<file path="config.mk">
export PLATFORM = sky130hd
export DESIGN_NAME = ecg_peak_detector
export DESIGN_NICKNAME = d
export VERILOG_FILES = /design/src/rtl/ecg_pkg.sv /design/src/rtl/ecg_peak_core.sv /design/src/rtl/ecg_peak_detector.sv
export SDC_FILE = /design/constraint.sdc
export NUM_CORES = 1
export LEC_CHECK = 0
export ABC_CLOCK_PERIOD_IN_PS = 5050
export CORE_UTILIZATION = 50
export CTS_BUF_LIST = sky130_fd_sc_hd__clkbuf_4 sky130_fd_sc_hd__clkbuf_8
export DETAILED_ROUTE_END_ITERATION = 6
export PLACE_DENSITY_LB_ADDON = 0.1
export SLEW_MARGIN = 10
export SYNTH_ARGS = -nofsm -noshare
export SYNTH_HDL_FRONTEND = slang
export SYNTH_SLANG_ARGS = --single-unit
</file>
<file path="constraint.sdc">
create_clock -name clk -period 5.05 [get_ports clk]
set_input_delay 0.7575 -clock clk [delete_from_list [all_inputs] [get_ports clk]]
set_output_delay 0.7575 -clock clk [all_outputs]
set_load 0.01 [all_outputs]
</file>
<file path="src/rtl/ecg_pkg.sv">
// ecg_pkg: shared types and default constants for the ECG R-peak detector.
//   fetch_state_t : FIFO fetch FSM states (IDLE, CAPTURE, EVAL)
//   det_mode_t    : detector modes (SEARCH, TRACK, REFRACT)
package ecg_pkg;

  localparam int DATA_WIDTH_DEF      = 32;
  localparam int REFRACT_SAMPLES_DEF = 50;

  typedef enum logic [1:0] {
    IDLE    = 2'd0,
    CAPTURE = 2'd1,
    EVAL    = 2'd2
  } fetch_state_t;

  typedef enum logic [1:0] {
    SEARCH  = 2'd0,
    TRACK   = 2'd1,
    REFRACT = 2'd2
  } det_mode_t;

endpackage

</file>
<file path="src/rtl/ecg_peak_core.sv">
// ecg_peak_core: one detector step per strobe (threshold / max-tracking /
// refractory), plus peak reporting and R-R arithmetic.
// Optional build macro: ECG_PEAK_STATS_EN adds peak_count_o, rr_min_o, rr_max_o.
// Ports:
//   clk, rst          clock, asynchronous active-high reset
//   step_i            one-cycle strobe: evaluate sample_i at index idx_i
//   sample_i          signed sample under evaluation
//   thresh_i          signed threshold
//   idx_i             sample index of sample_i
//   peak_valid_o      one-cycle pulse per emitted peak
//   peak_amp_o        amplitude of the last peak (held)
//   peak_idx_o        index of the last peak (held)
//   rr_interval_o     peak_idx minus previous peak_idx, modulo 2^IDX_WIDTH (held)
//   rr_valid_o        low for the first peak after reset (held)
module ecg_peak_core
  import ecg_pkg::*;
#(
  parameter int DATA_WIDTH      = DATA_WIDTH_DEF,
  parameter int IDX_WIDTH       = 24,
  parameter int REFRACT_SAMPLES = REFRACT_SAMPLES_DEF
) (
  input  logic                         clk,
  input  logic                         rst,
  input  logic                         step_i,
  input  logic signed [DATA_WIDTH-1:0] sample_i,
  input  logic signed [DATA_WIDTH-1:0] thresh_i,
  input  logic        [IDX_WIDTH-1:0]  idx_i,
  output logic                         peak_valid_o,
  output logic signed [DATA_WIDTH-1:0] peak_amp_o,
  output logic        [IDX_WIDTH-1:0]  peak_idx_o,
  output logic        [IDX_WIDTH-1:0]  rr_interval_o,
  output logic                         rr_valid_o
`ifdef ECG_PEAK_STATS_EN
  ,
  output logic        [15:0]           peak_count_o,
  output logic        [IDX_WIDTH-1:0]  rr_min_o,
  output logic        [IDX_WIDTH-1:0]  rr_max_o
`endif
);

  localparam int RW = (REFRACT_SAMPLES > 1) ? $clog2(REFRACT_SAMPLES + 1) : 1;
  localparam logic [RW-1:0] REFRACT_LD = RW'(REFRACT_SAMPLES);
  localparam logic [RW-1:0] CNT_ONE    = RW'(1);

  det_mode_t                   mode_q, mode_d;
  logic        [RW-1:0]        cnt_q, cnt_d;
  logic signed [DATA_WIDTH-1:0] max_q, max_d;
  logic        [IDX_WIDTH-1:0] max_idx_q, max_idx_d;
  logic        [IDX_WIDTH-1:0] last_idx_q;
  logic                        first_q;
  logic                        emit;
  logic        [IDX_WIDTH-1:0] rr_new;

  assign rr_new = max_idx_q - last_idx_q;

  always_comb begin
    mode_d    = mode_q;
    cnt_d     = cnt_q;
    max_d     = max_q;
    max_idx_d = max_idx_q;
    emit      = 1'b0;
    if (step_i) begin
      unique case (mode_q)
        SEARCH: begin
          if (sample_i > thresh_i) begin
            mode_d    = TRACK;
            max_d     = sample_i;
            max_idx_d = idx_i;
          end
        end
        TRACK: begin
          if (sample_i <= thresh_i) begin
            emit = 1'b1;
            if (REFRACT_SAMPLES == 0) begin
              mode_d = SEARCH;
            end else begin
              mode_d = REFRACT;
              cnt_d  = REFRACT_LD;
            end
          end else if (sample_i > max_q) begin
            // strict compare: an equal later sample keeps the earlier index
            max_d     = sample_i;
            max_idx_d = idx_i;
          end
        end
        REFRACT: begin
          // the sample that brings the counter to zero is discarded too
          if (cnt_q <= CNT_ONE) begin
            cnt_d  = '0;
            mode_d = SEARCH;
          end else begin
            cnt_d = cnt_q - CNT_ONE;
          end
        end
        default: mode_d = SEARCH;
      endcase
    end
  end

  // Control and reported outputs
  always_ff @(posedge clk or posedge rst) begin
    if (rst) begin
      mode_q        <= SEARCH;
      cnt_q         <= '0;
      last_idx_q    <= '0;
      first_q       <= 1'b1;
      peak_valid_o  <= 1'b0;
      peak_amp_o    <= '0;
      peak_idx_o    <= '0;
      rr_interval_o <= '0;
      rr_valid_o    <= 1'b0;
    end else begin
      mode_q       <= mode_d;
      cnt_q        <= cnt_d;
      peak_valid_o <= emit;
      if (emit) begin
        peak_amp_o    <= max_q;
        peak_idx_o    <= max_idx_q;
        rr_interval_o <= rr_new;
        rr_valid_o    <= ~first_q;
        last_idx_q    <= max_idx_q;
        first_q       <= 1'b0;
      end
    end
  end

  // Tracking datapath; only read while in TRACK, so no reset needed
  always_ff @(posedge clk) begin
    max_q     <= max_d;
    max_idx_q <= max_idx_d;
  end

`ifdef ECG_PEAK_STATS_EN
  always_ff @(posedge clk or posedge rst) begin
    if (rst) begin
      peak_count_o <= '0;
      rr_min_o     <= '1;
      rr_max_o     <= '0;
    end else if (emit) begin
      if (peak_count_o != 16'hFFFF) peak_count_o <= peak_count_o + 16'd1;
      if (!first_q) begin
        if (rr_new < rr_min_o) rr_min_o <= rr_new;
        if (rr_new > rr_max_o) rr_max_o <= rr_new;
      end
    end
  end
`endif

endmodule

</file>
<file path="src/rtl/ecg_peak_detector.sv">
// ecg_peak_detector: drains signed ECG samples from a synchronous FIFO and
// reports R-peaks (amplitude, index, R-R interval).
// Optional build macro: ECG_PEAK_STATS_EN adds peak_count, rr_min, rr_max.
// Ports:
//   clk, rst        clock, asynchronous active-high reset
//   en              enable draining (an in-flight read always completes)
//   thresh_wr/in    load signed threshold
//   fifo_empty      FIFO empty flag
//   fifo_data       FIFO read data, valid the cycle after the rd_en edge
//   fifo_cs         FIFO chip select, constant high
//   fifo_rd_en      FIFO read strobe, single-cycle
//   peak_valid      one-cycle pulse per peak
//   peak_amp/idx    amplitude and sample index of the last peak
//   rr_interval     index distance to the previous peak
//   rr_valid        low on the first peak after reset
//   busy            fetch FSM not in IDLE
module ecg_peak_detector
  import ecg_pkg::*;
#(
  parameter int DATA_WIDTH      = DATA_WIDTH_DEF,
  parameter int IDX_WIDTH       = 24,
  parameter int REFRACT_SAMPLES = REFRACT_SAMPLES_DEF,
  parameter int THRESH_DEFAULT  = 0
) (
  input  logic                         clk,
  input  logic                         rst,
  input  logic                         en,
  input  logic                         thresh_wr,
  input  logic signed [DATA_WIDTH-1:0] thresh_in,
  input  logic                         fifo_empty,
  input  logic signed [DATA_WIDTH-1:0] fifo_data,
  output logic                         fifo_cs,
  output logic                         fifo_rd_en,
  output logic                         peak_valid,
  output logic signed [DATA_WIDTH-1:0] peak_amp,
  output logic        [IDX_WIDTH-1:0]  peak_idx,
  output logic        [IDX_WIDTH-1:0]  rr_interval,
  output logic                         rr_valid,
  output logic                         busy
`ifdef ECG_PEAK_STATS_EN
  ,
  output logic        [15:0]           peak_count,
  output logic        [IDX_WIDTH-1:0]  rr_min,
  output logic        [IDX_WIDTH-1:0]  rr_max
`endif
);

  fetch_state_t                 state_q, state_d;
  logic signed [DATA_WIDTH-1:0] thresh_q;
  logic signed [DATA_WIDTH-1:0] sample_q;
  logic        [IDX_WIDTH-1:0]  idx_q;
  logic                         rd_en;

  assign fifo_cs    = 1'b1;
  assign fifo_rd_en = rd_en;
  assign busy       = (state_q != IDLE);

  always_comb begin
    state_d = state_q;
    rd_en   = 1'b0;
    unique case (state_q)
      IDLE: begin
        // no read is launched while reset is held
        if (en && !fifo_empty && !rst) begin
          rd_en   = 1'b1;
          state_d = CAPTURE;
        end
      end
      CAPTURE: state_d = EVAL;
      EVAL:    state_d = IDLE;
      default: state_d = IDLE;
    endcase
  end

  always_ff @(posedge clk or posedge rst) begin
    if (rst) begin
      state_q  <= IDLE;
      idx_q    <= '0;
      thresh_q <= DATA_WIDTH'(THRESH_DEFAULT);
    end else begin
      state_q <= state_d;
      if (state_q == EVAL) idx_q <= idx_q + IDX_WIDTH'(1);
      if (thresh_wr) thresh_q <= thresh_in;
    end
  end

  // Capture stage: FIFO data is valid during CAPTURE
  always_ff @(posedge clk) begin
    if (state_q == CAPTURE) sample_q <= fifo_data;
  end

  // Evaluate stage
  ecg_peak_core #(
    .DATA_WIDTH     (DATA_WIDTH),
    .IDX_WIDTH      (IDX_WIDTH),
    .REFRACT_SAMPLES(REFRACT_SAMPLES)
  ) u_core (
    .clk          (clk),
    .rst          (rst),
    .step_i       (state_q == EVAL),
    .sample_i     (sample_q),
    .thresh_i     (thresh_q),
    .idx_i        (idx_q),
    .peak_valid_o (peak_valid),
    .peak_amp_o   (peak_amp),
    .peak_idx_o   (peak_idx),
    .rr_interval_o(rr_interval),
    .rr_valid_o   (rr_valid)
`ifdef ECG_PEAK_STATS_EN
    ,
    .peak_count_o (peak_count),
    .rr_min_o     (rr_min),
    .rr_max_o     (rr_max)
`endif
  );

endmodule

</file>
==> impl_results.rst <==
.. list-table::
   :header-rows: 1

   * - Metric
     - Value
   * - Mean area per synthesized cell
     - ~11 µm²
   * - Sinks on Clock Net
     - 237
   * - R2r worst-path depth
     - 8
   * - RSZ-0062 raised after global routing
     - no
   * - # DRC
     - 0
   * - Xor/xnor cell area share of the yosys netlist
     - roughly 2.8%
   * - Clock root cell
     - clkbuf_8
   * - Capture point of the worst reg-to-reg path
     - u_core.rr_interval_o[12]
   * - Global-route usage over all layers
     - between 20% and 30%
   * - Leakage
     - ~6 nW
   * - Hold crit path type
     - register to register
   * - Transition time at the pin with the least slew margin
     - 1040 ps
   * - Setup ws final
     - around 1400 ps
   * - Area of the die
     - between 0.02 and 0.025 mm²
   * - Diodes inserted
     - 0
   * - Register bit total from synthesis
     - 237
   * - Number of endpoints failing setup at the final stage
     - 0
   * - Largest stage delay on the critical path
     - around 640 ps
   * - Setup slack of the most critical reg-to-reg path
     - roughly 1400 ps
   * - Min-Delay Startpoint
     - idx_q[23]
   * - Net count after synthesis
     - ~1200
   * - Final hold violation count
     - 0
   * - CP Cell Sequence
     - ha_1 -> nand4_1 -> or4_1 -> a211oi_1 -> a2111o_1 -> and2_4 -> buf_4 -> o21ai_0
   * - Kind of capture point of the worst setup path
     - register
   * - Power per cell area
     - ~450 mW/mm²
   * - Largest net degree at the start of global routing
     - 96
   * - Final worst-path cycle share
     - just over 70%
   * - Via count of the first global-routing pass
     - a little under 8000
   * - Synth unique cells
     - 56
   * - MaxCap Viol Count
     - 0
   * - Layout overhead on the synthesized area
     - 22.9%
   * - Largest clock skew in the final design
     - approximately 21 ps
   * - Fraction of final layout cells sized beyond drive strength 1
     - roughly 7.0%
   * - Critical path class
     - register to register
   * - Floorplan Core Area
     - approximately 0.022 mm²
   * - Source-to-sink clock delay at the later pin of the worst-skew pair
     - approximately 540 ps
   * - EDFF count, synth
     - 88
   * - Endpoint, Worst Hold
     - idx_q[23]
   * - Die outline height
     - 151 µm
   * - Post-CTS sizing
     - 0
   * - Achievable clock frequency
     - approximately 270 MHz
   * - Simple-gate share of the synthesized area
     - roughly 11%
   * - Cell types occupying the most area after synthesis
     - dfrtp_1 33%, edfxtp_1 24%, ha_1 10%, nand2_1 5.0%, o21ai_0 3.8%
   * - Worst setup slack before clock tree synthesis
     - ~1400 ps
   * - HPWL after DPL
     - 16300 µm
   * - Final design instance area without fill
     - roughly 0.014 mm²
   * - Startpoint type of the worst setup path
     - register
   * - Bufs and invs on worst path
     - 1
   * - Relative slew margins
     - between 30% and 40%
   * - Clock transition at the registers of the reported paths
     - ~60 ps
   * - Std cell rows
     - 54
   * - CTS Buf Count
     - 40
   * - Initial antenna violation count
     - 0
   * - Status
     - finished, final reports clean
   * - Routability congestion estimate
     - 0.802
   * - Number of buffers inserted by hold repair at cts
     - 0
   * - Total number of vias
     - a little under 8000
   * - Cell type with the largest total area after synthesis
     - dfrtp_1
   * - Placed standard-cell area
     - between 0.01 and 0.015 mm²
   * - Die outline width
     - 151 µm
   * - Combinational family with the most area after synthesis
     - compound AO/OA/AOI/OAI gates
   * - Number of search-and-repair iterations in the first detailed-routing pass
     - 5
   * - Avg WL per Cell
     - between 15 and 20 µm
   * - Post-layout min period
     - approximately 3700 ps
   * - Netlist Area Pre-Place
     - roughly 0.011 mm²
   * - Grt ovf
     - 0
   * - Cells on Worst Hold Path
     - 1
   * - Yosys Warn Count
     - 0
   * - Final standard cell utilization of the core
     - 62.9%
   * - Most frequent standard cell in the layout excluding fill and tap cells
     - clkdlybuf4s50_1
   * - Data required time at the worst endpoint
     - 5440 ps
   * - R2r startpoint
     - sample_q[17]
   * - Multiplexer share of the synthesized area
     - less than 1%
   * - Remaining number of nets flagged by the antenna check after routing
     - 0
   * - Slew Viols, Final
     - 0
   * - Post-layout nets
     - roughly 1300
   * - Most instantiated flip-flop cell in the synthesis netlist
     - dfrtp_1
   * - Input/output buffers
     - approximately 150
   * - Total Wirelength
     - around 23000 µm
   * - First DRT Iteration DRCs
     - 372
   * - Worst-case clock buffer depth
     - 3
   * - Share of the synthesized area in compound gates (AO/OA/AOI/OAI)
     - around an eighth
   * - Data arrival time of the worst path
     - about 4100 ps
   * - Post-synth ARST share
     - 62.9%
   * - Share of synthesized area occupied by flip-flops and latches
     - a little under three fifths
   * - Number of post-CTS setup repair buffers
     - 0
   * - Top-level port count
     - 154
   * - Commonest cells after routing, fill and taps aside
     - 151 x clkdlybuf4s50_1, 149 x nand2_1, 148 x dfrtp_1, 99 x inv_1, 90 x ha_1
   * - Via-per-instance ratio
     - a little over 5
   * - Starting density of the core
     - approximately 50%
   * - Clock tree from TritonCTS
     - built
   * - Yosys top cell area share
     - 33.2%
   * - Max VDD drop
     - 0.229 mV
   * - Post-Synth Adder-Cell Area
     - between 10% and 20%
   * - Biggest fanout along the worst timing path
     - between 60 and 70
   * - Post-Synthesis Cells
     - ~1000
   * - CP top delay family
     - simple AND/OR/NAND/NOR gates
   * - First-pass GRT wire length
     - around 38000 µm
   * - Depth of the CTS H-tree
     - 2
   * - Cell at the slowest stage of the critical path
     - or4_1
   * - Total negative slack
     - 0 ps
worst max path at each step:
stage	from	endpoint	slack, ps	cells past startpoint
after floorplan	rst	idx_q[0]	290	1
final	sample_q[17]	u_core.rr_interval_o[12]	1380	8
after detailed placement	sample_q[23]	u_core.rr_interval_o[10]	1390	8
after CTS	sample_q[17]	u_core.rr_interval_o[12]	1350	8
after global routing	sample_q[17]	u_core.rr_interval_o[13]	1080	8
after global placement	sample_q[23]	u_core.rr_interval_o[12]	1520	8
synth_stat cells (3+ instances only):
master    count
nand2_1     149
dfrtp_1     148
inv_1       100
ha_1         90
edfxtp_1     88
o21ai_0      85
o21ai_1      40
a21oi_1      38
xnor2_1      25
nor2_1       24
nand3_1      21
a21o_1       19
nand4_1      19
nor3_1       19
clkbuf_1     13
o21a_1       12
o31ai_1      11
xor2_1       11
buf_6        10
nor2b_1       9
nand2b_1      7
a211oi_1      6
and3_1        5
and4_1        5
buf_2         4
o31a_1        4
a21boi_0      3
and2_1        3
mux2_2        3
nand3b_1      3
o21bai_1      3
or2_2         3
or4_1         3
per-stage QoR:
step,power (mW),hold slack (ps),instances
global placement,4.45,453,1421
finish,6.20,476,1495
floorplan,3.63,426,1014
CTS,6.26,477,1495
detailed placement,4.48,461,1421
global route,6.59,486,1495
where the power goes:
part	switching (mW)	internal, mW	total, mW
clock network	0.768	0.995	1.76
logic	0.905	0.948	1.85
registers	0.238	2.34	2.58
total	1.91	4.29	6.20
area by class of cell:
class	instances	area [µm²]
clock buffers	61	746
clock inverters	13	86.3
fillers	1794	8100
inverters	101	397
multi-input cells	647	4210
flip-flops and latches	237	6370
well taps	280	350
repair buffers	156	1560
cell families (layout without fill, tap and decap cells):
kind of cell	count (synthesis)	count (layout)
AO/OA/AOI/OAI	239	239
XOR/XNOR	36	36
adder cells (fa/ha/maj)	91	91
buffers and inverters	130	331
flip-flops	237	237
multiplexers	4	4
other	1	1
AND/OR/NAND/NOR	276	276
worst register-to-register path, delay by kind of cell (launching register included):
| kind | cells | cell delay [ps] |
|---|---|---|
| and+or+nand+nor | 3 | 1360 |
| AOI/OAI and AO/OA | 3 | 800 |
| buffers and inverters | 1 | 570 |
| DFF | 1 | 460 |
| adders and majority gates | 1 | 330 |
state kept, by name (all words and copies together), names as in the netlist:
| register | count |
|---|---|
| idx_q | 24 |
| sample_q | 32 |
| state_q | 2 |
| thresh_q | 32 |
| u_core.cnt_q | 6 |
| u_core.first_q | 1 |
| u_core.max_idx_q | 24 |
| u_core.max_q | 32 |
| u_core.mode_q | 2 |
| u_core.peak_amp_o | 32 |
| u_core.peak_idx_o | 24 |
| u_core.peak_valid_o | 1 |
| u_core.rr_interval_o | 24 |
| u_core.rr_valid_o | 1 |
per-layer routing:
layer  wire length [µm]  up-vias  global-route usage [%]
met5                  0        -                       0
met4                497        0                    7.70
met3               1090       46                    3.67
met2              10700      178                    33.6
met1              11000     3632                    29.6
li1                   -     3910                       -
No activity file was read; power rests on OpenSTA's default activity.
